### config.mk
export PLATFORM = sky130hd
export DESIGN_NAME = fetch_unit
export DESIGN_NICKNAME = d
export VERILOG_FILES = /design/src/rtl/fetch_pkg.sv /design/src/rtl/fetch_queue.sv /design/src/rtl/fetch_unit.sv
export SDC_FILE = /design/constraint.sdc
export NUM_CORES = 1
export LEC_CHECK = 0
export CAP_MARGIN = 20
export CORE_MARGIN = 8
export CORE_UTILIZATION = 49
export DETAILED_ROUTE_END_ITERATION = 16
export HOLD_SLACK_MARGIN = 0.1
export PLACE_DENSITY = 0.86
export SLEW_MARGIN = 40
export SYNTH_ARGS = -nofsm -noshare
export SYNTH_HDL_FRONTEND = slang
export SYNTH_SLANG_ARGS = --single-unit
### constraint.sdc
create_clock -name clk -period 4.2 [get_ports clk]
set_input_delay 0.63 -clock clk [delete_from_list [all_inputs] [get_ports clk]]
set_output_delay 0.63 -clock clk [all_outputs]
set_load 0.02 [all_outputs]
### src/rtl/fetch_pkg.sv
// Shared types and constants for the instruction-fetch stage: entry layout,
// NOP encoding and branch-target arithmetic.
package fetch_pkg;

   localparam int PC_W   = 5;
   localparam int INST_W = 32;

   localparam logic [INST_W-1:0] NOP_INST = 32'h0000_0013;

   typedef struct packed {
      logic [PC_W-1:0]   pc;
      logic [INST_W-1:0] inst;
   } fetch_entry_t;

   // Offsets are in instruction words; the result wraps within the 5-bit PC space.
   function automatic logic [PC_W-1:0] branch_target(input logic [PC_W-1:0] pc,
                                                     input logic            dir,
                                                     input logic [PC_W-1:0] off);
      return dir ? (pc - off) : (pc + off);
   endfunction

endpackage

### src/rtl/fetch_queue.sv
// Circular prefetch FIFO of fetch entries with synchronous flush; the head
// entry is presented combinationally.
module fetch_queue
   import fetch_pkg::*;
#(
   parameter  int DEPTH = 2,
   localparam int PTR_W = $clog2(DEPTH),
   localparam int CNT_W = PTR_W + 1
) (
   input  logic         clk,
   input  logic         rst_n,
   input  logic         flush_i,
   input  logic         push_i,
   input  logic         pop_i,
   input  fetch_entry_t push_entry_i,
   output fetch_entry_t head_o,
   output logic [CNT_W-1:0] count_o
);

   logic [PTR_W-1:0] rd_ptr_q, rd_ptr_d;
   logic [PTR_W-1:0] wr_ptr_q, wr_ptr_d;
   logic [CNT_W-1:0] count_q, count_d;
   fetch_entry_t     mem_q [DEPTH];

   // Pointers wrap naturally because DEPTH is a power of two. A push into a
   // full queue is only issued together with a pop, so it reuses the head slot.
   always_comb begin
      rd_ptr_d = rd_ptr_q;
      wr_ptr_d = wr_ptr_q;
      count_d  = count_q;
      if (flush_i) begin
         rd_ptr_d = '0;
         wr_ptr_d = '0;
         count_d  = '0;
      end else begin
         if (push_i) wr_ptr_d = wr_ptr_q + PTR_W'(1);
         if (pop_i)  rd_ptr_d = rd_ptr_q + PTR_W'(1);
         case ({push_i, pop_i})
            2'b10:   count_d = count_q + CNT_W'(1);
            2'b01:   count_d = count_q - CNT_W'(1);
            default: count_d = count_q;
         endcase
      end
   end

   always_ff @(posedge clk or negedge rst_n) begin
      if (!rst_n) begin
         rd_ptr_q <= '0;
         wr_ptr_q <= '0;
         count_q  <= '0;
      end else begin
         rd_ptr_q <= rd_ptr_d;
         wr_ptr_q <= wr_ptr_d;
         count_q  <= count_d;
      end
   end

   // Entry storage carries no reset; validity is tracked by count_q alone.
   always_ff @(posedge clk) begin
      if (push_i && !flush_i) mem_q[wr_ptr_q] <= push_entry_i;
   end

   assign head_o  = mem_q[rd_ptr_q];
   assign count_o = count_q;

endmodule

### src/rtl/fetch_unit.sv
// Instruction-fetch stage: PC ownership, prefetch queue and branch redirect.
// Define FETCH_PERF_CNT_EN to add the perf_fetched/perf_bubbles counters.
module fetch_unit
   import fetch_pkg::*;
#(
   parameter int              DEPTH    = 2,
   parameter logic [PC_W-1:0] RESET_PC = 5'd0
) (
   input  logic              clk,
   input  logic              rst_n,
   output logic [PC_W-1:0]   imem_addr,
   input  logic [INST_W-1:0] imem_inst,
   input  logic              stall_flag,
   input  logic              branch_flag,
   input  logic [PC_W-1:0]   branch_pc,
   input  logic              branch_direction,
   input  logic [PC_W-1:0]   branch_offset,
   output logic              if_valid,
   output logic [PC_W-1:0]   if_pc,
   output logic [INST_W-1:0] if_inst
`ifdef FETCH_PERF_CNT_EN
   ,
   output logic [7:0]        perf_fetched,
   output logic [7:0]        perf_bubbles
`endif
);

   localparam int CNT_W = $clog2(DEPTH) + 1;

   logic [PC_W-1:0]  fetch_pc_q, fetch_pc_d;
   logic [CNT_W-1:0] count;
   logic             push, pop;
   fetch_entry_t     head, new_entry;

   assign imem_addr = fetch_pc_q;
   assign if_valid  = (count != '0);

   // A redirect suppresses both sides of the queue for the cycle; stall is moot.
   assign pop  = if_valid & ~stall_flag & ~branch_flag;
   assign push = ~branch_flag & ((count < CNT_W'(DEPTH)) | pop);

   assign new_entry.pc   = fetch_pc_q;
   assign new_entry.inst = imem_inst;

   always_comb begin
      fetch_pc_d = fetch_pc_q;
      if (branch_flag)
         fetch_pc_d = branch_target(branch_pc, branch_direction, branch_offset);
      else if (push)
         fetch_pc_d = fetch_pc_q + PC_W'(1);
   end

   always_ff @(posedge clk or negedge rst_n) begin
      if (!rst_n) fetch_pc_q <= RESET_PC;
      else        fetch_pc_q <= fetch_pc_d;
   end

   fetch_queue #(
      .DEPTH(DEPTH)
   ) u_queue (
      .clk          (clk),
      .rst_n        (rst_n),
      .flush_i      (branch_flag),
      .push_i       (push),
      .pop_i        (pop),
      .push_entry_i (new_entry),
      .head_o       (head),
      .count_o      (count)
   );

   assign if_pc   = if_valid ? head.pc   : '0;
   assign if_inst = if_valid ? head.inst : NOP_INST;

`ifdef FETCH_PERF_CNT_EN
   logic [7:0] perf_fetched_q, perf_fetched_d;
   logic [7:0] perf_bubbles_q, perf_bubbles_d;

   always_comb begin
      perf_fetched_d = perf_fetched_q;
      perf_bubbles_d = perf_bubbles_q;
      if (pop && (perf_fetched_q != 8'hFF))       perf_fetched_d = perf_fetched_q + 8'd1;
      if (!if_valid && (perf_bubbles_q != 8'hFF)) perf_bubbles_d = perf_bubbles_q + 8'd1;
   end

   always_ff @(posedge clk or negedge rst_n) begin
      if (!rst_n) begin
         perf_fetched_q <= '0;
         perf_bubbles_q <= '0;
      end else begin
         perf_fetched_q <= perf_fetched_d;
         perf_bubbles_q <= perf_bubbles_d;
      end
   end

   assign perf_fetched = perf_fetched_q;
   assign perf_bubbles = perf_bubbles_q;
`endif

endmodule

==> summary.txt, run 1 <==
TNS Setup = 0 ps
CP top delay family = adder cells
Post-cts repair resize count = 0
Crit-path max cell delay = 500 ps
VDD IR max = 0.208 mV
Max Freq = 360 MHz
IO Pins = 90
Detailed Route WL = 7190 um
Vias = 2143
Post-DP HPWL = 5120 um
Status = completed
CTS Buffer Depth = 2
Final Hold Vio Count = 0
Most numerous cell in the Yosys netlist = edfxtp_1
Syn nets = 289
Met2 routed WL = 3630 um
Period utilization = 0.662
Yosys warnings = 0
Tot GR Track Use = 0.150
Pre-antenna DRT Iters = 4
Element type at the critical path end = register
Post-synth EDFFs = 74
Cells along the critical path = clkdlybuf4s50_1, inv_1, ha_1, mux2_2, fa_1, nand2b_1, a21boi_0, a2111oi_4, a221oi_2
Crit path max fanout = 3
Kind of critical path = input port to register
Area of the die = 10100 sq um
Worst Path Buf+Inv = 2
Root buf cell = clkbuf_8
Final setup viols = 0
Startpoint Class = input port
First-pass GRT wire length = 11800 um
Flops & latches, synth = 83
1st-iter DRT viols = 74
Max-slew violations = 0
Min Tclk post-route = 2780 ps
Overflow left after global routing = 0
Setup Buffers After CTS = 0
Mean Syn Cell Area = 14.8 sq um
Post-route ant nets = 0
Die Span Y = 100 um
Worst setup margin = 1420 ps
Unique masters post-synth = 36
Mapped Area = 3480 sq um
Vias per inst = 4.97
Met3 WL = 572 um
Layout area overhead = 35.3%
Rel. slew slack = 0.560
Total CTS buffers = 9
# diodes = 0
CTS Hold Bufs = 0
Die Wd = 100 um
Clock tree sinks = 83
Port bufs = 89
Layout Skew = 7.26 ps
Placement Setup Slack = 1070 ps
Critical path arrival = 3020 ps
Hold Path Depth = 0
Floorplan core area = 6830 sq um
CTS H-tree depth = 3
Highest metal used = met4
Initial antenna violation count = 0
Row cnt = 30
Number of global-route vias before repair = 2381
Sequential area share after synthesis = 0.702
Post-synth top cells = 74 x edfxtp_1, 41 x nor2_1, 37 x mux2i_1
Critical Path Stages = 9
CTS tree = yes
Nets = 384
Gate Count Post-Synth = 235
PD cells = 436 nW/um^2
Clock Latency Late Sink = 330 ps
Routed WL per cell = 16.7 um
Synth area leader = edfxtp_1
Reg2Reg Depth = 3
Worst-margin pin slew = 660 ps
RSZ-0062 raised after global routing = no
Ranking of synthesized cells by area = edfxtp_1 64%, mux2i_1 11%, dfrtp_1 6.5%, nor2_1 4.4%, ha_1 2.2%
HP Class = register to register
Critical path data required time = 4440 ps
Commonest register cell after synthesis = edfxtp_1
# DRC = 0
Met1 WL = 2930 um
Leak = 1.64 nW
Share of post-route cells with drive strength above 1 = 0.0746
Clock transition at path regs = 70 ps
Initial Util = 0.510
Pwr Total = 2.06 mW
Final Wtd Congestion = 0.788
Post-synth ARST share = 0.108
Slowest-stage cell, CP = clkdlybuf4s50_1
Max-cap violation count = 0
Yosys top cell area share = 0.638
Largest net degree at the start of global routing = 40
## through the flow
step	util	std cells	hold slack (ps)	cell area (sq um)
6_report	0.690	431	540	4710
4_1_cts	0.690	431	545	4710
3_3_place_gp	0.657	415	505	4490
3_5_place_dp	0.659	415	529	4500
2_1_floorplan	-	235	334	3480
5_1_grt	0.690	431	563	4710
## report_power, final
| part | leakage, nW | switching (mW) | internal, mW |
|---|---|---|---|
| Combinational | 0.744 | 0.218 | 0.212 |
| Clock | 0.0968 | 0.259 | 0.336 |
| Sequential | 0.799 | 0.0504 | 0.981 |
| Total | 1.64 | 0.528 | 1.53 |
## flip-flops by register name, summed over array words and instances (netlist names)
| name | flops |
|---|---|
| u_queue.mem_q | 74 |
| imem_addr | 5 |
| u_queue.count_o | 2 |
| u_queue.rd_ptr_q | 1 |
| u_queue.wr_ptr_q | 1 |
## cell families after synthesis
group | count (synthesis) | synth area share
multiplexers | 38 | 0.110
AO/OA/AOI/OAI | 18 | 0.0399
XOR/XNOR | 7 | 0.0176
adder cells (fa/ha/maj) | 7 | 0.0273
buffers and inverters | 18 | 0.0215
flip-flops | 83 | 0.702
AND/OR/NAND/NOR | 64 | 0.0819
## layout make-up
cell class / count / area [sq um]
clock buffers: 12 / 135
clock inverters: 4 / 75.1
fillers: 494 / 2120
inverters: 10 / 37.5
multi-input cells: 134 / 981
flip-flops and latches: 83 / 2450
well taps: 96 / 120
repair buffers: 92 / 913
## worst paths after layout
check | start | slack (ps) | endpoint
max | branch_offset[0] | 1420 | imem_addr[4]$_DFFE_PN0P_
min | imem_addr[4]$_DFFE_PN0P_ | 540 | u_queue.mem_q[1][36]$_DFFE_PP_
max reg2reg | u_queue.count_o[1]$_DFFE_PN0P_ | 2390 | u_queue.mem_q[0][28]$_DFFE_PP_
min reg2reg | imem_addr[4]$_DFFE_PN0P_ | 540 | u_queue.mem_q[1][36]$_DFFE_PP_
max in group asynchronous | rst_n | 3260 | u_queue.rd_ptr_q$_DFFE_PN0P_
min in group asynchronous | rst_n | 610 | u_queue.count_o[1]$_DFFE_PN0P_
## layout by cell type (no fill, tap or decap), drive strengths merged
master	n
and2	2
o31a	1
edfxtp	74
a21oi	4
nor2	41
buf	3
a211oi	1
clkdlybuf4s50	89
nor4	1
nand2	6
mux2i	37
inv	10
and3	2
fa	1
o31ai	1
nor3b	2
clkbuf	12
nor2b	1
xor2	2
nand3	2
or3	2
xnor2	5
o21a	1
bufinv	2
nand2b	2
a21boi	2
ha	6
dfrtp	9
mux2	1
a221oi	1
clkinvlp	2
nor3	2
o21ai	6
a2111oi	1
nand4	1
## layer usage
layer  vias to the layer above  global-route usage
li1                       1044                   -
met4                         0              0.0419
met5                         -                   0
met3                         5              0.0533
met1                      1027               0.175
met2                        67               0.255
No activity file was read; power rests on OpenSTA's default activity.
==> run 2: changes to the inputs <==
Clock period 4.2 ns to 2.8 ns, I/O delays scaled along.
==> summary.txt, run 2 (same netlist as run 1, synthesis figures left out) <==
Port bufs = 89 (unchanged)
Largest reg by FF count = u_queue.mem_q
Post-route ant nets = 0 (unchanged)
Max Freq = 395 MHz
HP Class = input port to asynchronous set/reset pin
Tot GR Track Use = 0.145 (-0.00556)
Rel. slew slack = 0.716 (+0.156)
Critical path data required time = 2380 ps (-2060 ps)
Share of post-route cells with drive strength above 1 = 0.0858 (+0.0112)
Overflow left after global routing = 0 (unchanged)
RR Endpoint = u_queue.mem_q[1][34]$_DFFE_PP_
VDD IR max = 0.305 mV (+47%)
First-pass GRT wire length = 11300 um (-4.3%)
Detailed Route WL = 7090 um (-1.5%)
Placed Instances = 419 (+0.96%)
Layout area overhead = 36.1%
Clock transition at path regs = 70 ps (about the same)
Most common cell after layout, fill and taps aside = clkdlybuf4s50_1
Row cnt = 30 (unchanged)
Total CTS buffers = 9 (unchanged)
Max FFs per register = 74 (unchanged)
Final instance area = 4740 sq um (+0.58%)
Startpoint Class = register
Clock tree sinks = 83 (unchanged)
Floorplan core area = 6830 sq um (unchanged)
IO Pins = 90 (unchanged)
Max-slew violations = 0 (unchanged)
RR Startpoint = u_queue.count_o[1]$_DFFE_PN0P_
Crit path max fanout = 20 (+17)
Largest net degree at the start of global routing = 38 (-5.0%)
Die Span Y = 100 um (unchanged)
Area of the die = 10100 sq um (unchanged)
Final non-filler cell total = 434 (+0.70%)
Routed WL per cell = 16.3 um (-2.1%)
# diodes = 0 (unchanged)
Placed instance area = 4560 sq um (+1.4%)
Tightest hold margin = 387 ps (-153 ps)
Final setup viols = 0 (unchanged)
# DRC = 0 (unchanged)
Pwr Total = 2.99 mW (+45%)
Max-cap violation count = 0 (unchanged)
Number of global-route vias before repair = 2283 (-4.1%)
Final Wtd Congestion = 0.774 (-1.8%)
Period utilization = 0.905
Worst-margin pin slew = 424 ps (-235 ps)
Commonest cells after routing, fill and taps aside = 89 x clkdlybuf4s50_1, 74 x edfxtp_1, 40 x nor2_1
Reg2Reg Depth = 3 (unchanged)
Min Tclk post-route = 2530 ps
Pre-antenna DRT Iters = 4 (unchanged)
CTS H-tree depth = 3 (unchanged)
Setup Buffers After CTS = 0 (unchanged)
Layout Skew = 9.24 ps (+1.98 ps)
Initial antenna violation count = 0 (unchanged)
Leak = 1.67 nW (+1.7%)
Root buf cell = clkbuf_8
Nets = 388 (+1.0%)
Die Wd = 100 um (unchanged)
PD cells = 630 nW/um^2 (+45%)
Clock Latency Late Sink = 330 ps (about the same)
CTS Buffer Depth = 2 (unchanged)
RSZ-0062 raised after global routing = no
Post-DP HPWL = 5150 um (+0.58%)
Element type at the critical path end = primary output
Kind of critical path = register to primary output
CTS Hold Bufs = 0 (unchanged)
Post-cts repair resize count = 0 (unchanged)
Initial Util = 0.510 (unchanged)
1st-iter DRT viols = 126 (+70%)
Critical path arrival = 2110 ps (-910 ps)
Vias = 2200 (+2.7%)
Final Hold Vio Count = 0 (unchanged)
CTS tree = yes
Reg2reg setup slack = 1240 ps (-1150 ps)
Status = completed
Vias per inst = 5.07 (+2.0%)
run 2: cell types whose count changed in the layout (fill, tap and decap cells not counted):
cell | before | now
clkbuf_1 | 3 | 2
buf_12 | 0 | 3
clkinvlp_4 | 2 | 0
dfrtp_4 | 1 | 0
and3_2 | 0 | 1
buf_4 | 3 | 4
clkinv_2 | 0 | 3
dfrtp_2 | 0 | 1
bufinv_16 | 2 | 1
and3_4 | 1 | 0
run 2: power breakdown:
part           switching (mW)  total [mW]  internal (mW)
clock                   0.376       0.780          0.404
combinational           0.348       0.682          0.334
sequential             0.0559        1.53           1.47
run 2: layout make-up:
| class | count | area (sq um) |
|---|---|---|
| inverter | 10 | 37.5 |
| multi-input combinational | 134 | 977 |
| clock buffer | 11 | 131 |
| clock inverter | 4 | 45.0 |
| sequential | 83 | 2450 |
| fill | 478 | 2090 |
| timing repair buffer | 96 | 981 |
| tap | 96 | 120 |
run 2: worst max-delay path, stage by stage (launching register included):
cell	delay [ps]
dfrtp_1	440
nor2_2	370
buf_4	330
nor2_1	90
clkdlybuf4s50_1	550
run 2: worst max path at each step:
stage / startpoint / end / cells after the start
after floorplan: branch_flag / u_queue.mem_q[0][0]$_DFFE_PP_ / 2
after global placement: branch_offset[0] / imem_addr[4]$_DFFE_PN0P_ / 10
after detailed placement: branch_offset[0] / imem_addr[4]$_DFFE_PN0P_ / 10
after CTS: u_queue.count_o[1]$_DFFE_PN0P_ / if_inst[2] / 4
after global routing: u_queue.count_o[1]$_DFFE_PN0P_ / if_inst[18] / 4
final: u_queue.count_o[1]$_DFFE_PN0P_ / if_inst[2] / 4
run 2: metal layers:
metal  routed length, um  global-route usage  part of all wire
met1                3000               0.168              0.42
met2                3420               0.236              0.48
met3                 593              0.0547             0.084
met4                  70              0.0570            0.0099
met5                   0                   0                 0
run 2: through the flow:
stage / setup TNS [ps] / util / setup slack (ps)
5_1_grt: 0 / 0.694 / 106
3_3_place_gp: 0 / 0.668 / 71.0
2_1_floorplan: 0 / - / 237
6_report: 0 / 0.694 / 267
4_1_cts: 0 / 0.694 / 243
3_5_place_dp: -51.0 / 0.668 / -51.0
